**config.mk**
```make
export PLATFORM = sky130hd
export DESIGN_NAME = rgen_host_arbiter_flat
export DESIGN_NICKNAME = d
export VERILOG_FILES = /design/src/rtl/rgen_host_arbiter_pkg.sv /design/src/rtl/rgen_host_arbiter_if.sv /design/src/rtl/rgen_round_robin_arbiter.sv /design/src/rtl/rgen_host_arbiter.sv /design/src/flat_wrapper.sv
export SDC_FILE = /design/constraint.sdc
export NUM_CORES = 1
export LEC_CHECK = 0
export ABC_AREA = 1
export ABC_CLOCK_PERIOD_IN_PS = 3900
export BUFFER_PORTS_ARGS = -buffer_cell sky130_fd_sc_hd__buf_2
export CAP_MARGIN = 25
export CORE_ASPECT_RATIO = 1.25
export CORE_UTILIZATION = 30
export CTS_BUF_LIST = sky130_fd_sc_hd__clkbuf_16
export CTS_CLUSTER_SIZE = 16
export DETAILED_ROUTE_END_ITERATION = 10
export PLACE_DENSITY = 0.65
export SETUP_SLACK_MARGIN = 0.05
export SKIP_LAST_GASP = 1
export SYNTH_ARGS = -nofsm -noshare
export SYNTH_HDL_FRONTEND = slang
export SYNTH_SLANG_ARGS = --single-unit
```
**constraint.sdc**
```tcl
create_clock -name clk -period 3.9 [get_ports clk]
set_input_delay 0.195 -clock clk [delete_from_list [all_inputs] [get_ports clk]]
set_output_delay 0.195 -clock clk [all_outputs]
set_load 0.01 [all_outputs]
```
**src/rtl/rgen_host_arbiter_pkg.sv**
```systemverilog
// Shared status codes and FSM state type for the host arbiter.
package rgen_host_arbiter_pkg;

  localparam logic [1:0] STATUS_OKAY        = 2'b00;
  localparam logic [1:0] STATUS_SLAVE_ERROR = 2'b01;
  localparam logic [1:0] STATUS_TIMEOUT     = 2'b10;

  typedef enum logic [1:0] {
    IDLE    = 2'd0,
    BUSY    = 2'd1,
    RESPOND = 2'd2
  } state_t;

endpackage

```
**src/rtl/rgen_host_arbiter_if.sv**
```systemverilog
// Host-side request bundle plus register-block command port of the arbiter.
interface rgen_host_arbiter_if #(
  parameter int HOSTS         = 2,
  parameter int ADDRESS_WIDTH = 16,
  parameter int DATA_WIDTH    = 32
);

  logic [HOSTS-1:0]               i_host_request;
  logic [HOSTS-1:0]               i_host_write;
  logic [HOSTS*ADDRESS_WIDTH-1:0] i_host_address;
  logic [HOSTS*DATA_WIDTH-1:0]    i_host_write_data;
  logic [HOSTS*DATA_WIDTH-1:0]    i_host_write_mask;
  logic [HOSTS-1:0]               o_host_ack;
  logic [DATA_WIDTH-1:0]          o_host_read_data;
  logic [1:0]                     o_host_status;

  logic                           o_command_valid;
  logic                           o_write;
  logic [ADDRESS_WIDTH-1:0]       o_address;
  logic [DATA_WIDTH-1:0]          o_write_data;
  logic [DATA_WIDTH-1:0]          o_write_mask;
  logic                           i_response_ready;
  logic [DATA_WIDTH-1:0]          i_read_data;
  logic [1:0]                     i_status;

  // master: the arbiter itself; slave: host bridges and register block
  modport master (
    input  i_host_request, i_host_write, i_host_address, i_host_write_data, i_host_write_mask,
    output o_host_ack, o_host_read_data, o_host_status,
    output o_command_valid, o_write, o_address, o_write_data, o_write_mask,
    input  i_response_ready, i_read_data, i_status
  );

  modport slave (
    output i_host_request, i_host_write, i_host_address, i_host_write_data, i_host_write_mask,
    input  o_host_ack, o_host_read_data, o_host_status,
    input  o_command_valid, o_write, o_address, o_write_data, o_write_mask,
    output i_response_ready, i_read_data, i_status
  );

endinterface

```
**src/rtl/rgen_round_robin_arbiter.sv**
```systemverilog
// Round-robin picker: grants the first requester after the last-granted host.
module rgen_round_robin_arbiter #(
  parameter  int HOSTS = 2,
  localparam int PW    = (HOSTS > 1) ? $clog2(HOSTS) : 1
) (
  input  logic             clk,
  input  logic             rst,
  input  logic [HOSTS-1:0] request,
  input  logic             update,
  output logic [HOSTS-1:0] grant
);

  logic [PW-1:0] last_ptr;
  logic [PW-1:0] next_ptr;
  logic          found;

  always_comb begin
    grant    = '0;
    next_ptr = last_ptr;
    found    = 1'b0;
    for (int i = 1; i <= HOSTS; i++) begin
      for (int h = 0; h < HOSTS; h++) begin
        if (!found && request[h] && (h == (int'(last_ptr) + i) % HOSTS)) begin
          found    = 1'b1;
          grant[h] = 1'b1;
          next_ptr = PW'(h);
        end
      end
    end
  end

  // Reset points at the highest host so host 0 wins the first arbitration
  always_ff @(posedge clk) begin
    if (rst) begin
      last_ptr <= PW'(HOSTS - 1);
    end else if (update && found) begin
      last_ptr <= next_ptr;
    end
  end

endmodule

```
**src/rtl/rgen_host_arbiter.sv**
```systemverilog
// Shares the register block command port between HOSTS requesters with a
// per-command response timeout.
//
//   state   | meaning
//   IDLE    | waiting for any host request; arbitrates and latches the command
//   BUSY    | command presented; waiting for response or timeout
//   RESPOND | one-cycle ack with read data/status to the granted host
module rgen_host_arbiter
  import rgen_host_arbiter_pkg::*;
#(
  parameter int HOSTS         = 2,
  parameter int ADDRESS_WIDTH = 16,
  parameter int DATA_WIDTH    = 32,
  parameter int TIMEOUT       = 64
) (
  input logic                clk,
  input logic                rst,
  rgen_host_arbiter_if.master bus
);

  localparam int            CW       = (TIMEOUT > 0) ? $clog2(TIMEOUT + 1) : 1;
  localparam logic [CW-1:0] CNT_LAST = CW'((TIMEOUT > 0) ? TIMEOUT - 1 : 0);

  state_t                   state;
  logic [HOSTS-1:0]         grant;
  logic [HOSTS-1:0]         grant_q;
  logic [CW-1:0]            count;
  logic                     sel_write;
  logic [ADDRESS_WIDTH-1:0] sel_address;
  logic [DATA_WIDTH-1:0]    sel_write_data;
  logic [DATA_WIDTH-1:0]    sel_write_mask;

  rgen_round_robin_arbiter #(.HOSTS(HOSTS)) u_rr (
    .clk     (clk),
    .rst     (rst),
    .request (bus.i_host_request),
    .update  (state == IDLE),
    .grant   (grant)
  );

  // One-hot grant makes an OR-reduction mux sufficient
  always_comb begin
    sel_write      = 1'b0;
    sel_address    = '0;
    sel_write_data = '0;
    sel_write_mask = '0;
    for (int h = 0; h < HOSTS; h++) begin
      if (grant[h]) begin
        sel_write      |= bus.i_host_write[h];
        sel_address    |= bus.i_host_address[h*ADDRESS_WIDTH +: ADDRESS_WIDTH];
        sel_write_data |= bus.i_host_write_data[h*DATA_WIDTH +: DATA_WIDTH];
        sel_write_mask |= bus.i_host_write_mask[h*DATA_WIDTH +: DATA_WIDTH];
      end
    end
  end

  always_ff @(posedge clk) begin
    if (rst) begin
      state                <= IDLE;
      grant_q              <= '0;
      count                <= '0;
      bus.o_command_valid  <= 1'b0;
      bus.o_write          <= 1'b0;
      bus.o_address        <= '0;
      bus.o_write_data     <= '0;
      bus.o_write_mask     <= '0;
      bus.o_host_ack       <= '0;
      bus.o_host_read_data <= '0;
      bus.o_host_status    <= '0;
    end else begin
      bus.o_host_ack       <= '0;
      bus.o_host_read_data <= '0;
      bus.o_host_status    <= '0;
      case (state)
        IDLE: begin
          if (|bus.i_host_request) begin
            grant_q             <= grant;
            bus.o_write         <= sel_write;
            bus.o_address       <= sel_address;
            bus.o_write_data    <= sel_write_data;
            bus.o_write_mask    <= sel_write_mask;
            bus.o_command_valid <= 1'b1;
            count               <= '0;
            state               <= BUSY;
          end
        end
        BUSY: begin
          // A response in the expiry cycle takes priority over the timeout
          if (bus.i_response_ready) begin
            bus.o_host_ack       <= grant_q;
            bus.o_host_read_data <= bus.o_write ? '0 : bus.i_read_data;
            bus.o_host_status    <= bus.i_status;
            bus.o_command_valid  <= 1'b0;
            count                <= '0;
            state                <= RESPOND;
          end else if ((TIMEOUT != 0) && (count == CNT_LAST)) begin
            bus.o_host_ack       <= grant_q;
            bus.o_host_status    <= STATUS_TIMEOUT;
            bus.o_command_valid  <= 1'b0;
            count                <= '0;
            state                <= RESPOND;
          end else if (count != '1) begin
            count <= count + CW'(1);
          end
        end
        RESPOND: state <= IDLE;
        default: state <= IDLE;
      endcase
    end
  end

endmodule
```
**src/flat_wrapper.sv**
```systemverilog
// flat-port wrapper written by rule: the top's interface ports become plain ports
module rgen_host_arbiter_flat import rgen_host_arbiter_pkg::*;
#(
  parameter int HOSTS         = 2,
  parameter int ADDRESS_WIDTH = 16,
  parameter int DATA_WIDTH    = 32,
  parameter int TIMEOUT       = 64
)
  (clk, rst, bus_i_host_request, bus_i_host_write, bus_i_host_address, bus_i_host_write_data, bus_i_host_write_mask, bus_o_host_ack, bus_o_host_read_data, bus_o_host_status, bus_o_command_valid, bus_o_write, bus_o_address, bus_o_write_data, bus_o_write_mask, bus_i_response_ready, bus_i_read_data, bus_i_status);
  rgen_host_arbiter_if #(.HOSTS(HOSTS), .ADDRESS_WIDTH(ADDRESS_WIDTH), .DATA_WIDTH(DATA_WIDTH)) bus_i ();
  input logic clk;
  input logic rst;
  input wire logic [$bits(bus_i.i_host_request)-1:0] bus_i_host_request;
  input wire logic [$bits(bus_i.i_host_write)-1:0] bus_i_host_write;
  input wire logic [$bits(bus_i.i_host_address)-1:0] bus_i_host_address;
  input wire logic [$bits(bus_i.i_host_write_data)-1:0] bus_i_host_write_data;
  input wire logic [$bits(bus_i.i_host_write_mask)-1:0] bus_i_host_write_mask;
  output wire logic [$bits(bus_i.o_host_ack)-1:0] bus_o_host_ack;
  output wire logic [$bits(bus_i.o_host_read_data)-1:0] bus_o_host_read_data;
  output wire logic [$bits(bus_i.o_host_status)-1:0] bus_o_host_status;
  output wire logic [$bits(bus_i.o_command_valid)-1:0] bus_o_command_valid;
  output wire logic [$bits(bus_i.o_write)-1:0] bus_o_write;
  output wire logic [$bits(bus_i.o_address)-1:0] bus_o_address;
  output wire logic [$bits(bus_i.o_write_data)-1:0] bus_o_write_data;
  output wire logic [$bits(bus_i.o_write_mask)-1:0] bus_o_write_mask;
  input wire logic [$bits(bus_i.i_response_ready)-1:0] bus_i_response_ready;
  input wire logic [$bits(bus_i.i_read_data)-1:0] bus_i_read_data;
  input wire logic [$bits(bus_i.i_status)-1:0] bus_i_status;
  assign bus_i.i_host_request = bus_i_host_request;
  assign bus_i.i_host_write = bus_i_host_write;
  assign bus_i.i_host_address = bus_i_host_address;
  assign bus_i.i_host_write_data = bus_i_host_write_data;
  assign bus_i.i_host_write_mask = bus_i_host_write_mask;
  assign bus_o_host_ack = bus_i.o_host_ack;
  assign bus_o_host_read_data = bus_i.o_host_read_data;
  assign bus_o_host_status = bus_i.o_host_status;
  assign bus_o_command_valid = bus_i.o_command_valid;
  assign bus_o_write = bus_i.o_write;
  assign bus_o_address = bus_i.o_address;
  assign bus_o_write_data = bus_i.o_write_data;
  assign bus_o_write_mask = bus_i.o_write_mask;
  assign bus_i.i_response_ready = bus_i_response_ready;
  assign bus_i.i_read_data = bus_i_read_data;
  assign bus_i.i_status = bus_i_status;
  rgen_host_arbiter #(.HOSTS(HOSTS), .ADDRESS_WIDTH(ADDRESS_WIDTH), .DATA_WIDTH(DATA_WIDTH), .TIMEOUT(TIMEOUT)) u_core (.clk(clk), .rst(rst), .bus(bus_i));
endmodule
```
* Yosys cells after proc, flatten, opt, wreduce, memory -nomap -nowiden *
Index checks and enable logic that the tools add are counted.

storage, ports and cells
  bits in registers = 130
  input port bits = 201
  output and inout port bits = 118
  word-level logic and storage cells = 91

cells by class
  add/sub/neg operators = 3
  eq/ne operators = 8
  multiplexer cells = 36
  bitwise logic cells = 8
  reduce and logical (&&, ||, !) cells = 24

operator list
  kind                                            count
  2-to-1 mux 32 bit                               4
  zero test 32 bit                                2
  OR 32 bit                                       2
  2-to-1 mux 16 bit                               2
  2-to-1 mux 7 bit                                4
  2-to-1 mux 1 bit                                16
  OR 16 bit                                       1
  2-to-1 mux 2 bit                                7
  case mux 7 bit (2 select lines)                 1
  logical AND 1 bit                               8
  adder 7 x 1 -> 7 bit (second input constant)    1
  == test 7 x 6 -> 1 bit (second input constant)  1
  != test 7 bit (second input constant)           1
  AND reduction 2 bit                             3
  AND reduction 3 bit                             2
  == test 2 bit (first input constant)            2
  != test 4 x 2 -> 1 bit (second input constant)  1
  case mux 2 bit (2 select lines)                 1
  nonzero test 4 bit                              1
  OR reduction 2 bit                              2
  OR reduction 4 bit                              1
  zero test 1 bit                                 3
  != test 3 x 2 -> 1 bit (second input constant)  1
  adder 1 bit (second input constant)             2
  other kinds (8)                                 10

* Logic depth before layout (Yosys ltp) *
  depth in word-level cells = 19
  mapped depth = 9
  depth with buffers taken out = 9

* Hierarchy *
A second synthesis with hierarchy kept.

second synthesis, totals
  cells, all modules = 646
  area total of the unflattened synthesis = 4864.7 um^2

by module, submodules not included
  module                    instances  cells each  area each (um^2)  seq. area each (um^2)
  rgen_host_arbiter         1          636         4797.1            2582.5
  rgen_round_robin_arbiter  1          10          67.6              20.0

* Worst setup path after synthesis *
OpenSTA, ideal clock, no wires.

  path kind = register to register
  from = reg u_core.count[0]
  to = reg u_core.count[5]
  library setup time = 0.114 ns
  arrival = 1.145 ns
  data required time = 3.786 ns
  setup slack = 2.641 ns
  cell stages (with the launch flop) = 10
  path buffers = 0
  clock period less this slack = 1.259 ns
  cells stage by stage = dfxtp_1 -> ha_1 -> nand2_1 -> nor2_1 -> nand2_1 -> nand2_1 -> nand2_1 -> nand2_1 -> o21bai_1 -> nor2_1

on the way
  longest elaborated chain between the ends = 5
  elaborated cells on any way between the ends = 9
  those cells by class = add/sub: 1; eq/ne: 3; mux: 4; reduce/logical: 1

ends and longest elaborated chain
  item                             line                      text
  from (decl)                      rgen_host_arbiter.sv:27   logic [CW-1:0] count;
  from (signal assigned)           rgen_host_arbiter.sv:103  count <= count + CW'(1);
  adder 7 x 1 -> 7 bit             rgen_host_arbiter.sv:103
  2-to-1 mux 7 bit                 rgen_host_arbiter.sv:102  end else if (count != '1) begin
  2-to-1 mux 7 bit                 rgen_host_arbiter.sv:96   end else if ((TIMEOUT != 0) && (count == CNT_LAST)) begin
  2-to-1 mux 7 bit                 rgen_host_arbiter.sv:89   if (bus.i_response_ready) begin
  case mux 7 bit (2 select lines)  rgen_host_arbiter.sv:74   case (state)

Several ways; a longest one is shown, not always the timed one. The select of a mux whose other input is x is not followed.
A chain may end at the register's enable or synchronous reset.

* Worst setup path in the final report *
  from = reg u_core.u_rr.last_ptr
  to = reg u_core.bus.o_write_data[11]

on the way
  longest elaborated chain between the ends = 18
  elaborated cells on any way between the ends = 27
  those cells by class = add/sub: 2; eq/ne: 2; mux: 8; bitwise: 3; reduce/logical: 12

ends and longest elaborated chain
  item                            line                            text
  from (decl)                     rgen_round_robin_arbiter.sv:13  logic [PW-1:0] last_ptr;
  from (signal assigned)          rgen_round_robin_arbiter.sv:35  last_ptr <= PW'(HOSTS - 1);
  from (signal assigned)          rgen_round_robin_arbiter.sv:37  last_ptr <= next_ptr;
  adder 1 bit                     rgen_round_robin_arbiter.sv:23  if (!found && request[h] && (h == (int'(last_ptr) + i) % HOSTS)) begin
  bitwise AND 1 bit (no line)     n/a
  zero test 32 bit                rgen_round_robin_arbiter.sv:23
  logical AND 1 bit               rgen_round_robin_arbiter.sv:23
  2-to-1 mux 1 bit                rgen_round_robin_arbiter.sv:23
  zero test 1 bit                 rgen_round_robin_arbiter.sv:23
  logical AND 1 bit (2 in a row)  rgen_round_robin_arbiter.sv:23
  2-to-1 mux 1 bit                rgen_round_robin_arbiter.sv:23
  zero test 1 bit                 rgen_round_robin_arbiter.sv:23
  logical AND 1 bit (2 in a row)  rgen_round_robin_arbiter.sv:23
  2-to-1 mux 1 bit                rgen_round_robin_arbiter.sv:23
  zero test 1 bit                 rgen_round_robin_arbiter.sv:23
  logical AND 1 bit (2 in a row)  rgen_round_robin_arbiter.sv:23
  2-to-1 mux 1 bit                rgen_round_robin_arbiter.sv:23
  2-to-1 mux 32 bit (*)           rgen_host_arbiter.sv:48         if (grant[h]) begin
  to (signal assigned)            rgen_host_arbiter.sv:80         bus.o_write_data <= sel_write_data;
  to (decl)                       rgen_host_arbiter_if.sv:30      output o_command_valid, o_write, o_address, o_write_data, o_write_mask,

Every way passes the cells marked *; elsewhere a longest branch is shown, timed or not.

==> reports/results.ini <==
[placed_design]
dpl.cell_count = 1149
io_buffers = 318
gp_congestion = 0.8004
hpwl_um = 11770

[yosys]
synth_compound_area_share_pct = 11.99
ys_ff_latch = 130
synth-xor-area-share_pct = 0
synthMuxAreaShare_pct = 0
yosys.area_share.simple_pct = 26.47
avgSynthCellArea_um2 = 7.588
synth_nets = 851
synth_adder_area_share_pct = 0.2541
ys_seq_area_share_pct = 52.85
ys_types = 26
synthTopCellsByArea = dfxtp_1 (53%), nand2_1 (20%), a31oi_1 (9.4%)
synth_top_family_by_area = simple AND/OR/NAND/NOR gates
yosys_warnings = 0
synth.top_cell.area_share_pct = 52.85
syn_inst = 649
synth.largest_area_cell = dfxtp_1
synthesis.area_um2 = 4925

[min_path]
hold_path.class = in -> reg

[grt]
grt_pass1_vias = 5200
antenna_found_initial = 2
track_usage_pct = 19.83
grt_pass1_wl_um = 25360
grt_max_degree = 88
gr-total-overflow = 0

[floorplanning]
core_area_um2 = 16140
dieArea_um2 = 16930
start_util_pct = 30.52
die_x_um = 116.6
rows = 52
fp.dieH_um = 145.2
io_pins = 319

[run_status]
outcome = finished clean

[critical_path]
crit_required_ps = 4220
rrSetupSlack_ps = 2100
end_kind = register
path_max_fanout = 41
criticalPathCategory = reg -> reg
worstPathArrival_ps = 2120
critPathLaunchType = register

[sta]
final.setup.tns_ps = 0
finalClockSkew_ps = 12.91
min_period_over_period_pct = 46.15
finalHoldViolCount = 0
worst_pin_slew_ps = 957.5
slew_viol_final = 0
slew_headroom_pct = 36.16
hold_ws_ps = 22.48
setup_viol = 0
rsz0062_at_grt = false
fmax_ghz = 0.5556
period_minus_slack_ps = 1800

[clock_network]
post_cts_buffers = 0
cts.clk_slew.worst_paths_ps = 60
htreeDepth = 4
clkLatencyLatePin_ps = 420
ctsHoldBuffers = 29
cts_tree = done
clock_path_buffers = 2
cts.sink_count = 130
root_buffer = clkbuf_16
cts_made_buffers = 17
cts-resized-gates = 0

[route]
dr_total_vias = 5401
drc_errors = 0
drt_iter0_drc = 328
routed_via_density = 4.453
antenna_left = 0
totalWireLength_um = 16910
first_pass_iters = 4
routedWlPerCell_um = 13.94

[pwr]
combPwrFrac_pct = 16.8
pwr-share-clk_pct = 43.1
p_switching_mw = 1.006
pwr-share-seq_pct = 40.1
total_power_mw = 3.698
power_density_nw_per_um2 = 490.0
p_leak_nw = 3.842
swShare_pct = 27.20
p_int_mw = 2.692
ir_worst_vdd_uv = 278.1

[cells_and_area]
drive_gt1_share_pct = 36.58
nNetsFinal = 1184
area_growth_pct = 53.23
final_cells = 1213

[run]
max-cap-violations = 0

==> cell type report <==
type | instances | area, um2
clock buffer | 17 | 425.4
clock inverter | 15 | 166.4
multi-input combinational | 424 | 1907
inverter | 56 | 210.2
antenna | 2 | 5.005
sequential | 130 | 2603
timing repair buffer | 353 | 1959
tap | 216 | 270.3
fill | 1669 | 8589
==> path summary, 6_finish.rpt <==
kind | cells after the start | from | end
setup / recovery | 6 | u_core.u_rr.last_ptr$_SDFFE_PP1P_ | u_core.bus.o_write_data[11]$_SDFFE_PP0P_
hold / removal | 3 | bus_i_read_data[1] | u_core.bus.o_host_read_data[1]$_SDFF_PP0_
setup reg to reg | 6 | u_core.u_rr.last_ptr$_SDFFE_PP1P_ | u_core.bus.o_write_data[11]$_SDFFE_PP0P_
hold reg to reg | 2 | u_core.grant_q[0]$_SDFFE_PP0P_ | u_core.bus.o_host_ack[0]$_SDFF_PP0_
==> flip-flops by register name, indices dropped and copies added (netlist names) <==
register                     flops
u_core.bus.o_host_ack            2
u_core.bus.o_command_valid       1
u_core.bus.o_write_data         32
u_core.bus.o_write_mask         32
u_core.bus.o_host_status         2
u_core.grant_q                   2
u_core.u_rr.last_ptr             1
u_core.count                     7
u_core.state                     2
u_core.bus.o_write               1
u_core.bus.o_address            16
u_core.bus.o_host_read_data     32
==> synth_stat cells, drive strengths merged <==
library cell  number
a31oi             74
nor3b              1
o21bai             1
o21a               1
or2                1
ha                 1
nor3               1
clkbuf            15
nand2            264
a22oi              7
o21ai              2
inv               56
or3                1
a21oi              7
dfxtp            130
nand3              9
buf               24
nand4              1
nor2              51
a211oi             2
==> power by group through the flow <==
stage / sequential [mW] / clock [mW] / combinational (mW)
6_report: 1.48 / 1.59 / 0.620
5_1_grt: 1.50 / 1.70 / 0.691
4_1_cts: 1.48 / 1.63 / 0.625
3_5_place_dp: 1.51 / 0 / 0.601
3_3_place_gp: 1.51 / 0 / 0.596
2_1_floorplan: 1.56 / 0 / 0.278
==> layout by cell type, fill, tap and decap left out, types with 5 or more instances in the layout <==
cell / synthesis / layout
clkbuf_16: 0 / 17
inv_2: 5 / 5
a22oi_1: 7 / 7
inv_1: 51 / 51
dlygate4sd3_1: 0 / 29
dfxtp_1: 130 / 130
nor2_1: 48 / 48
a21oi_1: 7 / 7
buf_2: 17 / 318
nand2_1: 264 / 264
a31oi_1: 74 / 74
nand3_1: 8 / 8
==> per-stage QoR <==
step / cell area [um2] / utilization, % / setup slack, ps
after floorplan: 4925 / - / 2641
after global placement: 6631 / 41.10 / 2029
after detailed placement: 6631 / 41.10 / 1987
after CTS: 7513 / 46.56 / 2077
after global routing: 7541 / 46.74 / 1910
final: 7546 / 46.77 / 2100
==> worst max-delay path: stages (launching register included) <==
cell and delay (ps):
dfxtp_1 320, nor2_2 180, nor2_2 100, nor2_8 330, buf_4 450, nand2_1 110, a31oi_1 200
==> cell families after synthesis <==
group,Yosys count
AOI/OAI and AO/OA,94
adders and majority gates,1
buffers and inverters,95
DFF,130
and+or+nand+nor,329
==> metal layers <==
layer | wire length, um | GRT usage, % | vias up | share of wire (%)
met5 | 0 | 0 | - | 0
met4 | 231 | 6.266 | 0 | 1.4
met3 | 1648 | 7.937 | 14 | 9.7
met2 | 8296 | 34.47 | 240 | 49
met1 | 6731 | 21.57 | 2408 | 40
li1 | - | - | 2739 | -
No activity file was read; power rests on OpenSTA's default activity.
